===== config.mk =====
export PLATFORM = sky130hd
export DESIGN_NAME = fpu_addsub
export DESIGN_NICKNAME = d
export VERILOG_FILES = /design/src/rtl/fpu_pkg.sv /design/src/rtl/fpu_lzc.sv /design/src/rtl/fpu_addsub.sv
export SDC_FILE = /design/constraint.sdc
export NUM_CORES = 1
export LEC_CHECK = 0
export BUFFER_PORTS_ARGS = -buffer_cell sky130_fd_sc_hd__buf_4
export CORE_MARGIN = 4
export CORE_UTILIZATION = 55
export CTS_CLUSTER_SIZE = 14
export DETAILED_ROUTE_END_ITERATION = 8
export PLACE_DENSITY = 0.78
export SYNTH_ARGS = -nofsm -noshare
export SYNTH_HDL_FRONTEND = slang
export SYNTH_HIERARCHICAL = 1
export SYNTH_SLANG_ARGS = --single-unit
export TNS_END_PERCENT = 5

===== constraint.sdc =====
create_clock -name clock_100KHz -period 13.6 [get_ports clock_100KHz]
set_input_delay 1.36 -clock clock_100KHz [delete_from_list [all_inputs] [get_ports clock_100KHz]]
set_output_delay 1.36 -clock clock_100KHz [all_outputs]
set_load 0.02 [all_outputs]

===== src/rtl/fpu_pkg.sv =====
// Shared types for the floating-point add/subtract unit.
package fpu_pkg;

  // One-hot result status; ST_NONE until the first result is produced.
  typedef enum logic [3:0] {
    ST_NONE      = 4'b0000,
    ST_EXACT     = 4'b0001,
    ST_OVERFLOW  = 4'b0010,
    ST_UNDERFLOW = 4'b0100,
    ST_INEXACT   = 4'b1000
  } status_e;

  // Fixed-latency operation sequence.
  typedef enum logic [2:0] {
    S_IDLE,
    S_ALIGN,
    S_OPERATE,
    S_NORMALIZE,
    S_ROUND,
    S_OUTPUT
  } state_e;

  // Guard, round and sticky bits below the mantissa LSB.
  typedef struct packed {
    logic g;
    logic r;
    logic s;
  } grs_t;

endpackage


===== src/rtl/fpu_lzc.sv =====
// Leading-zero counter; an all-zero input reports WIDTH.
module fpu_lzc #(
  parameter int unsigned WIDTH = 23,
  parameter int unsigned CNT_W = $clog2(WIDTH + 1)
) (
  input  logic [WIDTH-1:0] data,
  output logic [CNT_W-1:0] count
);

  // Scan upward so the most significant set bit determines the count.
  always_comb begin
    count = CNT_W'(WIDTH);
    for (int i = 0; i < WIDTH; i++) begin
      if (data[i]) count = CNT_W'(WIDTH - 1 - i);
    end
  end

endmodule


===== src/rtl/fpu_addsub.sv =====
// Multi-cycle floating-point adder/subtractor, round-to-nearest-even, no subnormals.
module fpu_addsub
  import fpu_pkg::*;
#(
  parameter  int unsigned EXP_W = 10,
  parameter  int unsigned MAN_W = 21,
  localparam int unsigned W     = 1 + EXP_W + MAN_W
) (
  input  logic         clock_100KHz,
  input  logic         reset,
  input  logic         start_in,
  input  logic         op_sub_in,
  input  logic [W-1:0] op_A_in,
  input  logic [W-1:0] op_B_in,
  output logic         busy_out,
  output logic         done_out,
  output logic [W-1:0] data_out,
  output logic [3:0]   status_out
);

  localparam int unsigned BIAS    = (1 << (EXP_W - 1)) - 1;
  localparam int unsigned EXP_INF = 2 * BIAS + 1;
  localparam int unsigned XW      = MAN_W + 4;   // hidden + mantissa + G/R/S
  localparam int unsigned SW      = XW + 1;      // plus carry-out
  localparam int unsigned LZ_W    = MAN_W + 2;   // hidden + mantissa + G
  localparam int unsigned LC_W    = $clog2(LZ_W + 1);
  localparam int unsigned EW      = EXP_W + 8;   // signed working exponent

  state_e state_q, state_d;

  logic [W-1:0]         a_q, b_q;
  logic                 sign_q, sub_q;
  logic [EXP_W-1:0]     exp_q;
  logic [XW-1:0]        big_q, small_q;
  logic                 spec_q;
  logic [W-1:0]         spec_res_q;
  status_e              spec_st_q;
  logic [SW-1:0]        sum_q;
  logic [XW-1:0]        norm_q;
  logic signed [EW-1:0] nexp_q;
  logic                 zero_q;

  // Align-stage combinational signals
  logic [EXP_W-1:0] exp_a, exp_b, hi_exp, lo_exp, diff;
  logic [MAN_W-1:0] hi_man, lo_man;
  logic             swap, lost, a_inf, b_inf, a_zero, b_zero;
  logic [XW-1:0]    lo_vec, shifted;
  logic             sign_c, sub_c, spec_c;
  logic [XW-1:0]    big_c, small_c;
  logic [W-1:0]     spec_res_c;
  status_e          spec_st_c;

  // Operate / normalize / round combinational signals
  logic [SW-1:0]        sum_c;
  logic [LC_W-1:0]      lz;
  logic signed [EW-1:0] exp_ext, nexp_c, fexp;
  logic [XW-1:0]        norm_c;
  logic                 zero_c, round_up, inexact;
  grs_t                 grs;
  logic [MAN_W+1:0]     mant_r;
  logic [MAN_W-1:0]     man_f;
  logic [W-1:0]         res_c;
  status_e              st_c;

  // State register
  always_ff @(posedge clock_100KHz or negedge reset) begin
    if (!reset) state_q <= S_IDLE;
    else        state_q <= state_d;
  end

  // Next-state: one step per clock once started
  always_comb begin
    state_d = state_q;
    case (state_q)
      S_IDLE:      if (start_in) state_d = S_ALIGN;
      S_ALIGN:     state_d = S_OPERATE;
      S_OPERATE:   state_d = S_NORMALIZE;
      S_NORMALIZE: state_d = S_ROUND;
      S_ROUND:     state_d = S_OUTPUT;
      S_OUTPUT:    state_d = S_IDLE;
      default:     state_d = S_IDLE;
    endcase
  end

  // Order operands by magnitude, shift the smaller with sticky, detect specials
  always_comb begin
    exp_a   = a_q[W-2:MAN_W];
    exp_b   = b_q[W-2:MAN_W];
    swap    = (b_q[W-2:0] > a_q[W-2:0]);
    hi_exp  = swap ? exp_b : exp_a;
    lo_exp  = swap ? exp_a : exp_b;
    hi_man  = swap ? b_q[MAN_W-1:0] : a_q[MAN_W-1:0];
    lo_man  = swap ? a_q[MAN_W-1:0] : b_q[MAN_W-1:0];
    sign_c  = swap ? b_q[W-1] : a_q[W-1];
    sub_c   = a_q[W-1] ^ b_q[W-1];
    diff    = hi_exp - lo_exp;
    lo_vec  = {1'b1, lo_man, 3'b000};
    shifted = lo_vec >> diff;
    lost    = ((shifted << diff) != lo_vec);
    if (32'(diff) >= XW) small_c = XW'(1);
    else                 small_c = shifted | XW'(lost);
    big_c   = {1'b1, hi_man, 3'b000};

    a_inf      = (exp_a == {EXP_W{1'b1}});
    b_inf      = (exp_b == {EXP_W{1'b1}});
    a_zero     = (exp_a == '0);
    b_zero     = (exp_b == '0);
    spec_c     = 1'b1;
    spec_res_c = '0;
    spec_st_c  = ST_EXACT;
    if (a_inf && b_inf) begin
      spec_res_c = {a_q[W-1] & b_q[W-1], {EXP_W{1'b1}}, {MAN_W{1'b0}}};
      spec_st_c  = ST_OVERFLOW;
    end else if (a_inf) begin
      spec_res_c = {a_q[W-1], {EXP_W{1'b1}}, {MAN_W{1'b0}}};
      spec_st_c  = ST_OVERFLOW;
    end else if (b_inf) begin
      spec_res_c = {b_q[W-1], {EXP_W{1'b1}}, {MAN_W{1'b0}}};
      spec_st_c  = ST_OVERFLOW;
    end else if (a_zero && b_zero) begin
      spec_res_c = '0;
    end else if (a_zero) begin
      spec_res_c = b_q;
    end else if (b_zero) begin
      spec_res_c = a_q;
    end else begin
      spec_c = 1'b0;
    end
  end

  // Magnitude add or subtract (larger minus smaller, never negative)
  always_comb begin
    sum_c = sub_q ? ({1'b0, big_q} - {1'b0, small_q})
                  : ({1'b0, big_q} + {1'b0, small_q});
  end

  fpu_lzc #(
    .WIDTH(LZ_W),
    .CNT_W(LC_W)
  ) u_lzc (
    .data (sum_q[XW-1:2]),
    .count(lz)
  );

  // Renormalize: carry-out shifts right, leading zeros shift left
  always_comb begin
    exp_ext = $signed(EW'(exp_q));
    norm_c  = sum_q[XW-1:0];
    nexp_c  = exp_ext;
    zero_c  = 1'b0;
    if (sum_q[XW]) begin
      norm_c = {sum_q[XW:2], sum_q[1] | sum_q[0]};
      nexp_c = exp_ext + EW'(1);
    end else if (sum_q == '0) begin
      zero_c = 1'b1;
    end else begin
      norm_c = sum_q[XW-1:0] << lz;
      nexp_c = exp_ext - $signed(EW'(lz));
    end
  end

  // Round to nearest even, then classify the final result
  always_comb begin
    grs      = grs_t'(norm_q[2:0]);
    round_up = grs.g & (grs.r | grs.s | norm_q[3]);
    inexact  = grs.g | grs.r | grs.s;
    mant_r   = (MAN_W+2)'(norm_q[XW-1:3]) + (MAN_W+2)'(round_up);
    if (mant_r[MAN_W+1]) begin
      man_f = mant_r[MAN_W:1];
      fexp  = nexp_q + EW'(1);
    end else begin
      man_f = mant_r[MAN_W-1:0];
      fexp  = nexp_q;
    end
    res_c = '0;
    st_c  = ST_EXACT;
    if (spec_q) begin
      res_c = spec_res_q;
      st_c  = spec_st_q;
    end else if (zero_q) begin
      res_c = '0;
      st_c  = ST_EXACT;
    end else if (fexp >= $signed(EW'(EXP_INF))) begin
      res_c = {sign_q, {EXP_W{1'b1}}, {MAN_W{1'b0}}};
      st_c  = ST_OVERFLOW;
    end else if (fexp[EW-1] || (fexp == '0)) begin
      res_c = '0;
      st_c  = ST_UNDERFLOW;
    end else begin
      res_c = {sign_q, fexp[EXP_W-1:0], man_f};
      st_c  = inexact ? ST_INEXACT : ST_EXACT;
    end
  end

  // Per-stage datapath registers and registered outputs
  always_ff @(posedge clock_100KHz or negedge reset) begin
    if (!reset) begin
      a_q        <= '0;
      b_q        <= '0;
      sign_q     <= 1'b0;
      sub_q      <= 1'b0;
      exp_q      <= '0;
      big_q      <= '0;
      small_q    <= '0;
      spec_q     <= 1'b0;
      spec_res_q <= '0;
      spec_st_q  <= ST_NONE;
      sum_q      <= '0;
      norm_q     <= '0;
      nexp_q     <= '0;
      zero_q     <= 1'b0;
      data_out   <= '0;
      status_out <= '0;
      busy_out   <= 1'b0;
      done_out   <= 1'b0;
    end else begin
      if (state_q == S_IDLE && start_in) begin
        a_q <= op_A_in;
        b_q <= {op_B_in[W-1] ^ op_sub_in, op_B_in[W-2:0]};
      end
      if (state_q == S_ALIGN) begin
        sign_q     <= sign_c;
        sub_q      <= sub_c;
        exp_q      <= hi_exp;
        big_q      <= big_c;
        small_q    <= small_c;
        spec_q     <= spec_c;
        spec_res_q <= spec_res_c;
        spec_st_q  <= spec_st_c;
      end
      if (state_q == S_OPERATE) sum_q <= sum_c;
      if (state_q == S_NORMALIZE) begin
        norm_q <= norm_c;
        nexp_q <= nexp_c;
        zero_q <= zero_c;
      end
      if (state_q == S_ROUND) begin
        data_out   <= res_c;
        status_out <= st_c;
      end
      busy_out <= (state_d != S_IDLE);
      done_out <= (state_d == S_OUTPUT);
    end
  end

endmodule


# After elaboration in Yosys (flattened, before gate mapping)
# Cells that the tools add are included.
# Widths: inputs -> output; s select.
[word_totals]
ram_bits = 0
in_bits = 68
latchBits = 0
rom_bits = 0
mem_count = 0
out_inout_bits = 38
word_cells = 124
regBits = 271
[op_classes]
multipliers = 0
order_cmp = 3
shift = 3
bitwise_logic = 10
reduce_logical = 10
n_addsub = 7
div = 0
eq_ne = 8
muxes = 64
[op_table]
columns = ["op", "count"]
rows = [
  ["$mux 32", 10],
  ["$mux 5", 16],
  ["$mux 25", 3],
  ["$mux 21", 3],
  ["$mux 18", 3],
  ["$gt 31x31->1", 1],
  ["$add 25x25->26", 1],
  ["$logic_not 26->1", 1],
  ["$mux 26", 1],
  ["$sub 25x25->26", 1],
  ["$ne 25x25->1", 1],
  ["$or 25x1->25", 1],
  ["$shl 25x10->25", 1],
  ["$shl 25x5->25", 1],
  ["$shr 25x10->25", 1],
  ["$add 22x1->23", 1],
  ["$eq 10x10->1 const B", 2],
  ["$logic_not 10->1", 2],
  ["$mux 10", 2],
  ["$mux 4", 5],
  ["$add 18x2->18 const B", 1],
  ["$ge 18x11->1 const B", 1],
  ["$logic_not 18->1", 1],
  ["$mux 3", 5],
  ["other kinds (17)", 40],
]

# Logic depth before layout (Yosys ltp)
[depth]
word_depth = 26
depth_mapped = 27
ltp_nobuf = 24

# Cells and area by module
# Netlist, hierarchy kept.
[modules_own_cells]
columns = ["module", "cells_per_inst", "instances", "seq_area_each_um2", "area_each_um2"]
rows = [
  ["fpu_addsub", 2430, 1, 6581.3, 20310.7],
  ["fpu_lzc", 42, 1, 0.0, 236.5],
]

# Least setup slack after synthesis
# Ideal clock, no wire load.
[synth_timing]
path_kind = "flip-flop to flip-flop"
startpoint = "register a_q[26]"
endpoint = "register small_q[0]"
synth_period_minus_slack_ns = 5.570
setup_ns = 0.138
n_path_buf = 2
required_time_ns = 13.462
setup_slack_ns = 8.030
stages_incl_launch_ff = 23
arrival_ns = 5.431
path_cell_list = "dfrtp_1 -> inv_1 -> ha_1 -> buf_6 -> a21oi_1 -> o21ai_1 -> a221oi_2 -> o21ai_2 -> o31ai_4 -> mux2i_1 -> ha_1 -> inv_1 -> clkbuf_1 -> mux4_2 -> mux2_2 -> o211ai_2 -> a21oi_1 -> a22oi_1 -> a22oi_2 -> a2111oi_4 -> nand4_1 -> nor4_1 -> a22oi_1"
[synth_between]
elab_chain_len = 8
word_cells_on_any_way = 11
cone_classes = "add/sub: 1; order compare: 2; eq/ne: 1; shift: 2; mux: 4; bitwise: 1"
[synth_lines]
columns = ["element", "line_no", "rtl"]
rows = [
  ["start, declared", "fpu_addsub.sv:31", "logic [W-1:0] a_q, b_q;"],
  ["start signal, assigned", "fpu_addsub.sv:218", "a_q <= op_A_in;"],
  ["$gt 31x31->1", "fpu_addsub.sv:89", "swap = (b_q[W-2:0] > a_q[W-2:0]);"],
  ["$mux 10, on equally long branches", "fpu_addsub.sv:90, fpu_addsub.sv:91", ""],
  ["$sub 10x10->10", "fpu_addsub.sv:96", "diff = hi_exp - lo_exp;"],
  ["$shr 25x10->25", "fpu_addsub.sv:98", "shifted = lo_vec >> diff;"],
  ["$shl 25x10->25", "fpu_addsub.sv:99", "lost = ((shifted << diff) != lo_vec);"],
  ["$ne 25x25->1", "fpu_addsub.sv:99", ""],
  ["$or 25x1->25", "fpu_addsub.sv:101", "else small_c = shifted | XW'(lost);"],
  ["$mux 25 *", "fpu_addsub.sv:100", "if (32'(diff) >= XW) small_c = XW'(1);"],
  ["end signal, assigned", "fpu_addsub.sv:226", "small_q <= small_c;"],
  ["end, declared", "fpu_addsub.sv:34", "logic [XW-1:0] big_q, small_q;"],
]
# Mark *: on every way between the ends. The rest lies on a longest branch, timed or not.
# A chain may end at the register's enable or synchronous reset.

# Final worst setup path
[layout_timing]
startpoint = "register a_q[21]"
endpoint = "register small_q[0]"
# The elaborated chain is that of the path after synthesis.

==> impl_metrics.prom <==
# TYPE chip_impl_metric gauge
chip_impl_info{name="run_status",value="complete, no violations"} 1
chip_impl_metric{name="timing.final.ws_setup",unit="ps"} 5700
chip_impl_metric{name="cts_buffer_depth",unit=""} 3
chip_impl_metric{name="floorplan.die.height",unit="um"} 201
chip_impl_metric{name="die_x",unit="um"} 201
chip_impl_info{name="crit-reg2reg-launch",value="a_q[21]"} 1
chip_impl_metric{name="place_congestion",unit=""} 1.00
chip_impl_info{name="hp-start",value="status_out[3]"} 1
chip_impl_metric{name="grt_pass1_wl",unit="um"} 113000
chip_impl_info{name="cts-root-buf",value="clkbuf_16"} 1
chip_impl_info{name="path_class",value="reg2reg"} 1
chip_impl_metric{name="finalClockSkew",unit="ps"} 9.91
chip_impl_metric{name="yosys.area_share.simple",unit="%"} 18.7
chip_impl_metric{name="globalRouteMet3Util",unit="%"} 5.71
chip_impl_info{name="leading_cell_types_in_the_layout_fill_and_taps_excluded",value="nand2_1, dfrtp_1, o21ai_0"} 1
chip_impl_metric{name="relSlewSlack",unit="%"} 30.9
chip_impl_metric{name="grt_overflow",unit=""} 0
chip_impl_metric{name="synth.lib_cells_used.distinct",unit=""} 105
chip_impl_metric{name="avgViaCountPerCell",unit=""} 6.73
chip_impl_metric{name="max_clock_freq",unit="GHz"} 0.127
chip_impl_metric{name="cts_htree_levels",unit=""} 1
chip_impl_metric{name="initial_antenna_violation_count",unit=""} 0
chip_impl_info{name="hp-class",value="reg2reg"} 1
chip_impl_metric{name="numCtsBuffers",unit=""} 30
chip_impl_metric{name="final_antenna_net_count",unit=""} 0
chip_impl_info{name="rsz_0062_raised_after_global_routing",value="false"} 1
chip_impl_metric{name="path_max_fanout",unit=""} 70
chip_impl_metric{name="post-route-util",unit="%"} 61.1
chip_impl_metric{name="multiInputGateArea",unit="mm2"} 0.0128
chip_impl_metric{name="relative_area_change_from_synthesis_to_final_layout",unit="%"} 9.18
chip_impl_metric{name="synth.net_count",unit=""} 2628
chip_impl_metric{name="timing.final.crit_share",unit="%"} 58.1
chip_impl_metric{name="muxShareOfSynthArea",unit="%"} 10.8
chip_impl_metric{name="worst_ep_arrival_time",unit="ps"} 8340
chip_impl_info{name="combinational_family_with_the_most_area_after_synthesis",value="compound AO/OA/AOI/OAI gates"} 1
chip_impl_metric{name="post_synth_fa_ha_maj_area_fraction",unit="%"} 5.43
chip_impl_metric{name="layout.cells.non_filler",unit=""} 2969
chip_impl_metric{name="use_met1",unit="%"} 48.2
chip_impl_metric{name="floorplan.io_pins",unit=""} 106
chip_impl_metric{name="synthesized_area_fraction_occupied_by_ao_oa_aoi_and_oai_cells",unit="%"} 24.5
chip_impl_metric{name="synth_cells",unit=""} 2472
chip_impl_metric{name="ys_seq_area_share",unit="%"} 32.0
chip_impl_metric{name="setup_repair_bufs_after_cts",unit=""} 0
chip_impl_metric{name="drv.max_cap_violation_count",unit=""} 0
chip_impl_metric{name="ratio_of_cells_with_drive_above_1_in_the_final_layout",unit="%"} 12.7
chip_impl_metric{name="regArea",unit="mm2"} 0.00658
chip_impl_metric{name="design.final.nets",unit=""} 2635
chip_impl_metric{name="timing.final.hold_violations",unit=""} 0
chip_impl_metric{name="routed-via-count",unit=""} 20000
chip_impl_metric{name="dr.pass1.iters",unit=""} 6
chip_impl_metric{name="drcViolationCount",unit=""} 0
chip_impl_metric{name="first_global_vias",unit=""} 19000
chip_impl_info{name="r2r-end",value="small_q[0]"} 1
chip_impl_metric{name="synth-edff-count",unit=""} 0
chip_impl_metric{name="groute.layer.met2.usage",unit="%"} 55.4
chip_impl_metric{name="ys_async_sr_fraction",unit="%"} 100
chip_impl_metric{name="floorplan.die_area",unit="mm2"} 0.0405
chip_impl_metric{name="setup-violations-final",unit=""} 0
chip_impl_metric{name="setup_tns",unit="ps"} 0
chip_impl_info{name="yosys_most_used_dff",value="dfrtp_1"} 1
chip_impl_metric{name="numPortBuffers",unit=""} 105
chip_impl_metric{name="grtUsageTotal",unit="%"} 35.1
chip_impl_metric{name="filler_cell_count",unit=""} 3161
chip_impl_info{name="timing.critical_path.from_type",value="flop"} 1
chip_impl_info{name="most_common_cell_after_layout_fill_and_taps_aside",value="nand2_1"} 1
chip_impl_metric{name="clock_latency",unit="ps"} 590
chip_impl_metric{name="drt-wirelength-per-cell",unit="um"} 24.8
chip_impl_metric{name="antennaDiodeCount",unit=""} 0
chip_impl_metric{name="post-place-cells",unit=""} 2915
chip_impl_metric{name="timing_worst_slew_pin_value",unit="ps"} 1030
chip_impl_metric{name="detailedPlacementHpwl",unit="um"} 55400
chip_impl_metric{name="reg2regPathDepth",unit=""} 23
chip_impl_metric{name="post_synth_xor_area_fraction",unit="%"} 2.87
chip_impl_metric{name="dp_slack",unit="ps"} 5850
chip_impl_metric{name="initial_core_util",unit="%"} 56.0
chip_impl_metric{name="rows",unit=""} 70
chip_impl_metric{name="first_iter_violations",unit=""} 2218
chip_impl_metric{name="critical_path_required",unit="ps"} 14040
chip_impl_metric{name="cts.repair.resized",unit=""} 0
chip_impl_metric{name="yosys_warnings",unit=""} 6
chip_impl_metric{name="r2r_setup_slack",unit="ps"} 5700
chip_impl_metric{name="worstHoldPathCells",unit=""} 2
chip_impl_metric{name="maximum_number_of_pins_on_one_net_before_global_route_repair",unit=""} 124
chip_impl_info{name="critical_path.endpoint_type",value="flop"} 1
chip_impl_info{name="clock_tree_from_tritoncts",value="yes"} 1
chip_impl_metric{name="ys_seq_elements",unit=""} 263
chip_impl_metric{name="post_synthesis_instance_area",unit="mm2"} 0.0205
chip_impl_info{name="top_usage_layer",value="met2"} 1
chip_impl_info{name="worstHoldEndpoint",value="status_out[3]"} 1
chip_impl_metric{name="cts.sink_count",unit=""} 263
chip_impl_metric{name="coreArea",unit="mm2"} 0.0367
chip_impl_metric{name="report.final.slew_viol_count",unit=""} 0
chip_impl_metric{name="ctsHoldBuffers",unit=""} 0
chip_impl_metric{name="syn-mean-instance-area",unit="um2"} 8.31
chip_impl_metric{name="clk_pin_slew",unit="ps"} 60
chip_impl_metric{name="finalWorstPathRequiredPeriod",unit="ps"} 7900
chip_impl_metric{name="totalWireLength",unit="um"} 73800
synthesized netlist by cell type (42+ instances only):
cell,instances,area [um2]
nand2_1,334,1250
dfrtp_1,263,6580
o21ai_0,252,1260
nor2_1,199,747
a21oi_1,162,811
clkbuf_1,116,435
inv_1,116,435
mux2i_1,106,1060
ha_1,86,1080
nand3_1,71,355
mux2_2,46,518
nor3_1,44,220
a22oi_1,42,315
area by class of cell:
class | instances | area share, %
well taps | 468 | 2.61
clock inverters | 15 | 0.747
repair buffers | 136 | 4.58
flip-flops and latches | 263 | 29.3
clock buffers | 39 | 3.63
multi-input cells | 1929 | 57.1
inverters | 119 | 2.01
layer usage:
layer | vias up | part of all wire, %
met5 | - | 0
met4 | 0 | 5.6
met3 | 213 | 8.5
met2 | 1075 | 45
met1 | 9623 | 41
li1 | 9071 | -
kinds of logic (layout without fill, tap and decap cells):
logic type	after synthesis	count (layout)
flops	263	263
xor+xnor	63	63
simple gates	829	829
fa+ha+maj	88	88
buf+inv	280	309
compound gates	769	769
mux	180	180
worst max path at each step:
stage          startpoint    endpoint  slack [ps]  cells past startpoint
5_1_grt           a_q[21]  small_q[0]        5120                     23
4_1_cts           a_q[21]  small_q[0]        5860                     22
2_1_floorplan     a_q[26]  small_q[0]        8030                     22
3_3_place_gp      a_q[21]  small_q[0]        5980                     25
6_report          a_q[21]  small_q[0]        5700                     23
3_5_place_dp      a_q[21]  small_q[0]        5850                     22
critical path: stages (launching register included):
cell and delay, ps:
dfrtp_1 450, inv_1 110, ha_2 320, buf_4 710
nand3_1 220, nor3_2 380, nand4_1 360, o31ai_4 180
mux2i_1 480, ha_1 320, buf_4 280, inv_1 670
buf_4 510, nand2_1 180, o221ai_1 310, a21oi_1 130
o21ai_0 360, a311oi_1 260, a221oi_1 480, a22oi_1 210
o221ai_1 250, nand4_1 130, nor4_1 280, a22oi_1 110
registers in the layout (all words and copies together), names as in the netlist, 4 cells and up:
| signal | cells |
|---|---|
| sum_q | 26 |
| spec_res_q | 32 |
| b_q | 32 |
| status_out | 4 |
| norm_q | 25 |
| exp_q | 10 |
| small_q | 25 |
| nexp_q | 12 |
| a_q | 32 |
| big_q | 22 |
| data_out | 32 |
through the flow:
stage	instance area, um2	hold slack (ps)
2_1_floorplan	20500	441
4_1_cts	22400	470
6_report	22400	466
3_3_place_gp	21500	455
5_1_grt	22400	495
3_5_place_dp	21500	458
Power is not shown: default switching activity piles up to over one toggle a cycle in this logic, so the estimate is an artifact.
